**src/rtl/ts_pid_capture.sv**
```systemverilog
// ============================================================================
// Module   : ts_pid_capture
// Purpose  : Per-tuner TS ingest. Sync check, PID filter, ping-pong buffer
//            write and half announce. Optional macro TEI_DROP_EN also drops
//            packets whose transport_error_indicator is set.
// Revision : 1.0 - initial release
// ============================================================================
`default_nettype none

module ts_pid_capture #(
  parameter int NUM_PID = 8,
  parameter int PKT_LEN = 188
) (
  input  logic        clk,
  input  logic        rst,
  input  logic [7:0]  ts_data,
  input  logic        ts_valid,
  input  logic        ts_sync,
  input  logic        pid_wr_en,
  input  logic [3:0]  pid_wr_addr,
  input  logic [13:0] pid_wr_data,
  input  logic        buf_rel,
  output logic [8:0]  buf_wadd,
  output logic [7:0]  buf_wdata,
  output logic        buf_wen,
  output logic        lend_p,
  output logic        lpid_fd,
  output logic        lbuffer_h,
  output logic [11:0] lpid_i,
  output logic        ovf,
  output logic        sync_err
);

  typedef enum logic [1:0] {
    S_HUNT = 2'd0,
    S_CAPT = 2'd1,
    S_SKIP = 2'd2
  } state_t;

  localparam logic [7:0] c_sync_byte = 8'h47;
  localparam logic [7:0] c_last      = 8'(PKT_LEN - 1);

  state_t      r_state, w_state_nx;
  logic [7:0]  r_cnt, w_cnt_nx;
  logic [12:0] r_pid, w_pid_nx;
  logic        r_drop, w_drop_nx;
  logic        w_wen_nx, w_ovf_nx, w_serr_nx, w_complete;
  logic [8:0]  w_wadd_nx;
  logic [7:0]  w_wdata_nx;

  logic        r_tab_en  [NUM_PID];
  logic [12:0] r_tab_pid [NUM_PID];
  logic [NUM_PID-1:0] w_match;
  logic [12:0] w_pid_cmp;
  logic        w_hit;

  logic [1:0]  r_busy, w_busy_nx;
  logic        r_wr_half;
  logic        r_ann_out, r_slot_vld, r_slot_half;
  logic [11:0] r_slot_pid;
  logic        w_out_eff, w_ann, w_rel;
  logic        w_sync_evt;

  // Byte 2 compares against the registered table, so a same-cycle write
  // is only seen by the following packet.
  assign w_pid_cmp = {r_pid[12:8], ts_data};

  generate
    for (genvar gi = 0; gi < NUM_PID; gi++) begin : g_tab
      always_ff @(posedge clk or posedge rst) begin
        if (rst) begin
          r_tab_en[gi]  <= 1'b0;
          r_tab_pid[gi] <= 13'd0;
        end else if (pid_wr_en && (pid_wr_addr == 4'(gi))) begin
          r_tab_en[gi]  <= pid_wr_data[13];
          r_tab_pid[gi] <= pid_wr_data[12:0];
        end
      end
      assign w_match[gi] = r_tab_en[gi] && (r_tab_pid[gi] == w_pid_cmp);
    end
  endgenerate

  assign w_hit = |w_match;

  // A sync byte inside a packet aborts it and restarts the hunt on this byte.
  assign w_sync_evt = ts_valid && ts_sync && ((r_state == S_HUNT) || (r_cnt != 8'd0));

  always_ff @(posedge clk or posedge rst) begin
    if (rst) r_state <= S_HUNT;
    else     r_state <= w_state_nx;
  end

  always_comb begin
    w_state_nx = r_state;
    w_cnt_nx   = r_cnt;
    w_pid_nx   = r_pid;
    w_drop_nx  = r_drop;
    w_wen_nx   = 1'b0;
    w_wadd_nx  = buf_wadd;
    w_wdata_nx = buf_wdata;
    w_ovf_nx   = 1'b0;
    w_serr_nx  = 1'b0;
    w_complete = 1'b0;
    if (w_sync_evt) begin
      if (r_state != S_HUNT) w_serr_nx = 1'b1;
      if (ts_data != c_sync_byte) begin
        w_serr_nx  = 1'b1;
        w_state_nx = S_HUNT;
        w_cnt_nx   = 8'd0;
      end else if (r_busy[r_wr_half]) begin
        w_ovf_nx   = 1'b1;
        w_cnt_nx   = 8'd1;
        w_state_nx = S_SKIP;
      end else begin
        w_wen_nx   = 1'b1;
        w_wadd_nx  = {r_wr_half, 8'd0};
        w_wdata_nx = ts_data;
        w_cnt_nx   = 8'd1;
        w_drop_nx  = 1'b0;
        w_state_nx = S_CAPT;
      end
    end else if (ts_valid) begin
      case (r_state)
        S_CAPT: begin
          w_wen_nx   = 1'b1;
          w_wadd_nx  = {r_wr_half, r_cnt};
          w_wdata_nx = ts_data;
          w_cnt_nx   = r_cnt + 8'd1;
          if (r_cnt == 8'd1) begin
            w_pid_nx[12:8] = ts_data[4:0];
`ifdef TEI_DROP_EN
            if (ts_data[7]) w_drop_nx = 1'b1;
`endif
          end
          if (r_cnt == 8'd2) begin
            w_pid_nx[7:0] = ts_data;
            w_drop_nx     = r_drop | ~w_hit;
          end
          if (r_cnt == c_last) begin
            w_complete = ~r_drop;
            w_cnt_nx   = 8'd0;
            w_state_nx = S_HUNT;
          end
        end
        S_SKIP: begin
          w_cnt_nx = r_cnt + 8'd1;
          if (r_cnt == c_last) begin
            w_cnt_nx   = 8'd0;
            w_state_nx = S_HUNT;
          end
        end
        default: ;
      endcase
    end
  end

  always_ff @(posedge clk or posedge rst) begin
    if (rst) begin
      r_cnt     <= 8'd0;
      r_pid     <= 13'd0;
      r_drop    <= 1'b0;
      buf_wen   <= 1'b0;
      buf_wadd  <= 9'd0;
      buf_wdata <= 8'd0;
      ovf       <= 1'b0;
      sync_err  <= 1'b0;
    end else begin
      r_cnt     <= w_cnt_nx;
      r_pid     <= w_pid_nx;
      r_drop    <= w_drop_nx;
      buf_wen   <= w_wen_nx;
      buf_wadd  <= w_wadd_nx;
      buf_wdata <= w_wdata_nx;
      ovf       <= w_ovf_nx;
      sync_err  <= w_serr_nx;
    end
  end

  // Release of the outstanding half lets a pending slot go out on the same edge.
  assign w_rel     = buf_rel & r_ann_out;
  assign w_out_eff = r_ann_out & ~buf_rel;
  assign w_ann     = r_slot_vld & ~w_out_eff;

  always_comb begin
    w_busy_nx = r_busy;
    if (w_rel)      w_busy_nx[lbuffer_h] = 1'b0;
    if (w_complete) w_busy_nx[r_wr_half] = 1'b1;
  end

  always_ff @(posedge clk or posedge rst) begin
    if (rst) begin
      r_busy      <= 2'b00;
      r_wr_half   <= 1'b0;
      r_ann_out   <= 1'b0;
      r_slot_vld  <= 1'b0;
      r_slot_half <= 1'b0;
      r_slot_pid  <= 12'd0;
      lend_p      <= 1'b0;
      lpid_fd     <= 1'b0;
      lbuffer_h   <= 1'b0;
      lpid_i      <= 12'd0;
    end else begin
      r_busy     <= w_busy_nx;
      r_ann_out  <= w_ann | w_out_eff;
      r_slot_vld <= w_complete | (r_slot_vld & ~w_ann);
      lend_p     <= w_ann;
      lpid_fd    <= w_ann;
      if (w_ann) begin
        lbuffer_h <= r_slot_half;
        lpid_i    <= r_slot_pid;
      end
      if (w_complete) begin
        r_slot_half <= r_wr_half;
        r_slot_pid  <= r_pid[11:0];
        r_wr_half   <= ~r_wr_half;
      end
    end
  end

endmodule

`default_nettype wire

```
**config.mk**
```make
export PLATFORM = sky130hd
export DESIGN_NAME = ts_pid_capture
export DESIGN_NICKNAME = d
export VERILOG_FILES = /design/src/rtl/ts_pid_capture.sv
export SDC_FILE = /design/constraint.sdc
export NUM_CORES = 1
export LEC_CHECK = 0
export BUFFER_PORTS_ARGS = -buffer_cell sky130_fd_sc_hd__buf_2
export CORE_MARGIN = 4
export CORE_UTILIZATION = 25
export CTS_CLUSTER_DIAMETER = 80
export DETAILED_ROUTE_END_ITERATION = 6
export PLACE_DENSITY = 0.51
export REMOVE_ABC_BUFFERS = 1
export SLEW_MARGIN = 10
export SYNTH_ARGS = -nofsm -noshare
export SYNTH_HDL_FRONTEND = slang
export SYNTH_SLANG_ARGS = --single-unit
```
**constraint.sdc**
```tcl
create_clock -name clk -period 5.7 [get_ports clk]
set_input_delay 0.285 -clock clk [delete_from_list [all_inputs] [get_ports clk]]
set_output_delay 0.285 -clock clk [all_outputs]
set_load 0.01 [all_outputs]
```
Word level (Yosys, flattened, before mapping)
Cells that the tools add are included.
{ "word_totals": {"input_bits": 32, "elab_cells": 168, "ff_bits": 188, "out_inout_bits": 35} }
{ "classes": {"n_mux": 50, "eq_ne": 23, "bitwise": 17, "n_addsub": 1, "order_cmp": 4, "reduce_logical": 38} }
{ "ops": {"columns": ["cell", "count"], "rows": [
  ["== test 13 bit", 8],
  ["two-way mux 8 bit", 9],
  ["two-way mux 9 bit", 5],
  ["two-way mux 1 bit", 26],
  ["logical AND 1 bit", 20],
  ["== test 4 x 3 -> 1 bit (second input constant)", 4],
  ["two-way mux 2 bit", 8],
  ["AND reduction 4 bit", 3],
  ["nonzero test 2 bit", 6],
  ["adder 8 x 1 -> 8 bit (second input constant)", 1],
  ["== test 4 x 2 -> 1 bit (second input constant)", 2],
  ["== test 8 x 1 -> 1 bit (second input constant)", 1],
  ["== test 8 x 2 -> 1 bit (second input constant)", 1],
  ["== test 8 bit (second input constant)", 1],
  ["!= test 8 x 7 -> 1 bit (second input constant)", 1],
  ["nonzero test 8 bit", 1],
  ["OR reduction 8 bit", 1],
  ["NOT 1 bit", 7],
  ["AND reduction 5 bit", 1],
  ["AND 1 bit", 4],
  ["== test 4 x 1 -> 1 bit (second input constant)", 1],
  ["zero test 4 bit", 1],
  ["less-than comparator 1 x 2 -> 1 bit (second input constant)", 2],
  ["!= test 2 bit (second input constant)", 2],
  ["13 further kinds", 17]
]} }

Longest topological paths before layout
{ "logic_depth": {"word_depth": 9, "ltp_mapped": 10, "ltp_nobuf": 9} }

Least setup slack after synthesis
No wires, ideal clock.
{ "synth_path": {"path_type": "register to register", "startpoint": "register r_cnt[0]", "endpoint": "register r_slot_pid[0]", "period_less_slack_ps": 2092, "path_buffers": 2, "setup_time_ps": 125, "setup_slack_ps": 3608, "arrival_ps": 1967, "path_stages_with_launch": 10, "t_required_ps": 5575, "cell_sequence": "dfrtp_1 inv_1 ha_1 and2b_2 a31o_4 nand3_4 or3_1 buf_6 buf_12 mux2_4"} }
{ "synth_via": {"elab_chain_len": 5, "elab_cells_between_ends": 8, "classes_between": "1 x eq/ne; 4 x mux; 3 x reduce/logical"} }
{ "synth_rtl": {"columns": ["element", "line_no", "text"], "rows": [
  ["start, declared", "44", "logic [7:0] r_cnt, w_cnt_nx;"],
  ["start signal, assigned", "168", "r_cnt <= w_cnt_nx;"],
  ["== test 8 bit", "139", "if (r_cnt == c_last) begin"],
  ["two-way mux 1 bit", "139", null],
  ["two-way mux 1 bit", "123", "case (r_state)"],
  ["two-way mux 1 bit", "122", "end else if (ts_valid) begin"],
  ["two-way mux 1 bit *", "104", "if (w_sync_evt) begin"],
  ["end signal, assigned", "214", "r_slot_pid <= r_pid[11:0];"],
  ["end, declared", "60", "logic [11:0] r_slot_pid;"]
]} }
Mark *: on every way between the ends. The rest lies on a longest branch, timed or not.
A chain may end at the register's enable or synchronous reset.

Final worst setup path
{ "layout_path": {"startpoint": "register r_cnt[0]", "endpoint": "register buf_wadd[4]"} }
{ "layout_via": {"elab_chain_len": 5, "elab_cells_between_ends": 9, "classes_between": "2 x eq/ne; 1 x mux; 6 x reduce/logical"} }
{ "layout_rtl": {"columns": ["element", "line_no", "text"], "rows": [
  ["nonzero test 8 bit *", "86", "assign w_sync_evt = ts_valid && ts_sync && ((r_state == S_HUNT) || (r_cnt != 8'd0));"],
  ["logical OR 1 bit *", "86", null],
  ["logical AND 1 bit *", "86", null],
  ["!= test 2 bit (no line) / nonzero test 2 bit (equally long branches)", null, null],
  ["AND reduction 4 bit (no line)", null, null],
  ["end signal, assigned", "172", "buf_wadd <= w_wadd_nx;"],
  ["end, declared", "23", "output logic [8:0] buf_wadd,"]
]} }
Marked as above.

==> impl_results.md <==
- Psw: 1.09 mW
- Min Hold Slack: -0.0140 ns
- Post-Synth XOR/XNOR Area: 0.113
- CP Launch Type: register
- Syn Inst Count: 663
- Fmax: 371 MHz
- Worst-path maximum fanout: 21
- Synth cell types: 46
- # diodes: 0
- Largest area contributor in the netlist: dfrtp_1
- First-pass GRT wire length: 33.8 mm
- DRC: 0
- Simple-Gate Fraction of Synth Area: 0.0888
- Commonest non-fill, non-tap cell in the layout: dfrtp_1
- Warnings from Yosys: 0
- Clock skew: 0.00990 ns
- Area grow syn2layout: 15.8%
- Crit end category: register
- Vias in the first global route: approximately 5400
- Leading post-synthesis cells by cell area: dfrtp_1 55%, mux2_2 19%, xnor2_1 6.0%, xor2_1 5.2%, nand2_1 2.4%
- Die width: 193 um
- Max Slew Vio Count: 0
- CTS H-tree lvls: 4
- Multi-input logic area: 3680 um^2
- Setup total negative slack: 0 ns
- Max-cap violations: 0
- Synth top area share: 0.550
- Proportion of layout cells with a drive suffix above 1: 0.363
- Power per cell area: about 360 nW/um^2
- Clock Power Share: 0.315
- Final Hold Viols: 2
- Compound-Gate Fraction of Synth Area: 0.0186
- Clk_lat worst skew: ~0.44 ns
- Detailed Routing Iterations Pass 1: 4
- Routed vias/inst: 4.38
- Mean post-synth cell area: 12.9 um^2
- Post-cts resize count: 0
- IO Count: 67
- Slew HR: 0.343
- Hold Path Class: input pin to async pin
- Via count: 5191
- Period utilization: 0.472
- CP max-delay cell: a31oi_1
- Switching share of power: 0.302
- FP Rows: 67
- Hold_buf cts: 0
- Crit path required time: 6.08 ns
- Failing checks: hold timing
- Die Ht: just under 200 um
- Register Area: 4700 um^2
- Sequential-to-total area share from yosys stat: 0.550
- Max Root-Sink Buffers: 2
- Post-CTS setup buffer count: 0
- Initial antenna violation count: 0
- Fillers: around 3500
- WL/cell: 18.4 um
- Flop pwr share: 0.496
- Placer Congestion: ~0.75
- Crit path DAT: 3.07 ns
- Fin crit period: between 2 and 3 ns
- CTS Buf Count: 17
- Cell mode on critical path: nand3_1
- Total Wirelength: 21.8 mm
- Combinational Power Share: 0.189
- Detailed Place HPWL: approximately 14 mm
- Mapped Area: 8560 um^2
- Total gr overflow: 0
- Sink Count: 188
- Worst IR Drop VDD: just over 0.2 mV
- Largest net degree at the start of global routing: 114
- Leak pwr: approximately 4.5 nW
- Internal power: 2.52 mW
- Core ar.: approximately 34000 um^2
- Post-Synth Adder-Cell Area: 0.00877
- Fin nets: 761
- Starting density of the core: 0.255
- Clk slew on worst S/H paths: 0.08 ns
- Total Die Area: 37200 um^2
- Status: complete, but fails checks
- Antenna Nets Post-Route: 0
- CTS tree: done
- Clock Tree Root: clkbuf_16
- Final setup fails: 0
- Slowest cell delay on critical path: 0.50 ns
- Setup CP Type: register to register
- Seq cells post-synth: between 150 and 200
- Largest family of logic cells by synthesized area: multiplexers
- Multiplexer share of the synthesized area: 0.200
- Total GRT Usage: 0.122
- RSZ-0062 raised after global routing: false
- Most frequent cells in the layout: 188 x dfrtp_1, 146 x mux2_2, 66 x buf_2, 59 x xnor2_1, 55 x nand2_1
- Port Buf Inserts: 66
- Cell Chain, Critical Path: inv_1 -> ha_1 -> and2b_2 -> a31oi_1 -> nand3_1 -> and2_2 -> inv_2 -> nand3_1 -> nand2_1
- Initial DRC Count: roughly 280
- Worst-Margin Slew: 0.982 ns
registers in the layout, summed over array words and instances, names as in the netlist, 2 cells and up:
name        cells
r_tab_pid     104
r_pid          13
lpid_i         12
r_slot_pid     12
buf_wadd        9
buf_wdata       8
r_cnt           8
r_tab_en        8
r_busy          2
r_state         2
synth_stat cells (all sizes together):
library cell	n
o22ai	2
nand4b	1
clkbuf	15
a41oi	1
ha	6
nand2b	3
nor3b	3
nor4	15
and2	2
nand3	21
xnor2	59
o31ai	2
xor2	51
and4	1
nand4	13
nor2	13
a21oi	5
nand3b	4
mux2	150
o21ai	9
nor3	6
a32o	1
o311ai	1
or3	2
mux2i	1
o211a	1
and3	4
dfrtp	188
a31o	1
and2b	1
buf	15
a31oi	1
inv	9
nand2	56
per-stage QoR:
step	setup WS [ns]	power (mW)	cells	util	instance area [um^2]
detailed placement	3.04	2.52	1152	0.278	9360
global route	2.82	3.81	1184	0.295	9910
CTS	3.01	3.67	1184	0.295	9910
floorplan	0.301	2.26	633	-	8410
global placement	2.99	2.51	1152	0.278	9360
finish	3.01	3.61	1184	0.295	9910
layout make-up:
| cell class | count | area share |
|---|---|---|
| sequential | 188 | 0.475 |
| tap | 448 | 0.0566 |
| clock inverter | 15 | 0.0129 |
| multi-input combinational | 436 | 0.372 |
| clock buffer | 17 | 0.0429 |
| timing repair buffer | 71 | 0.0371 |
| inverter | 9 | 0.00417 |
routing by layer:
layer / share of wire / global-route usage / vias up / wire, um
li1: - / - / 2407 / -
met1: 0.50 / 0.177 / 2682 / 10800
met2: 0.45 / 0.186 / 87 / 9700
met3: 0.044 / 0.0227 / 15 / 947
met4: 0.013 / 0.0346 / 0 / 284
met5: 0 / 0 / - / 0
path summary, 6_finish.rpt:
| path | end | depth (start not counted) | slack (ns) | startpoint |
|---|---|---|---|---|
| hold / removal | buf_wdata[6] | 2 | -0.01 | rst |
| setup / recovery | buf_wadd[4] | 9 | 3.01 | r_cnt[0] |
| min in group clk | r_busy[0] | 4 | 0.18 | buf_rel |
| max in group asynchronous | buf_wadd[0] | 3 | 4.22 | rst |
| setup reg to reg | buf_wadd[4] | 9 | 3.01 | r_cnt[0] |
| hold reg to reg | buf_wadd[3] | 2 | 0.47 | buf_wadd[3] |
kinds of logic after synthesis:
group | after synthesis
AO/OA/AOI/OAI | 24
AND/OR/NAND/NOR | 145
multiplexers | 151
XOR/XNOR | 110
buffers and inverters | 39
flip-flops | 188
adder cells (fa/ha/maj) | 6
power groups by stage:
stage	registers [mW]	clock network, mW	logic, mW
CTS	1.80	1.17	0.699
floorplan	1.78	0	0.480
global route	1.83	1.22	0.760
detailed placement	1.82	0	0.695
finish	1.79	1.14	0.684
global placement	1.82	0	0.689
worst max-delay path: cells and delay by family (launching register included):
family | cells | cell delay, ns
simple gates | 5 | 1.09
compound gates | 1 | 0.50
flops | 1 | 0.43
buf+inv | 2 | 0.39
fa+ha+maj | 1 | 0.20
(Power assumes the default switching activity.)
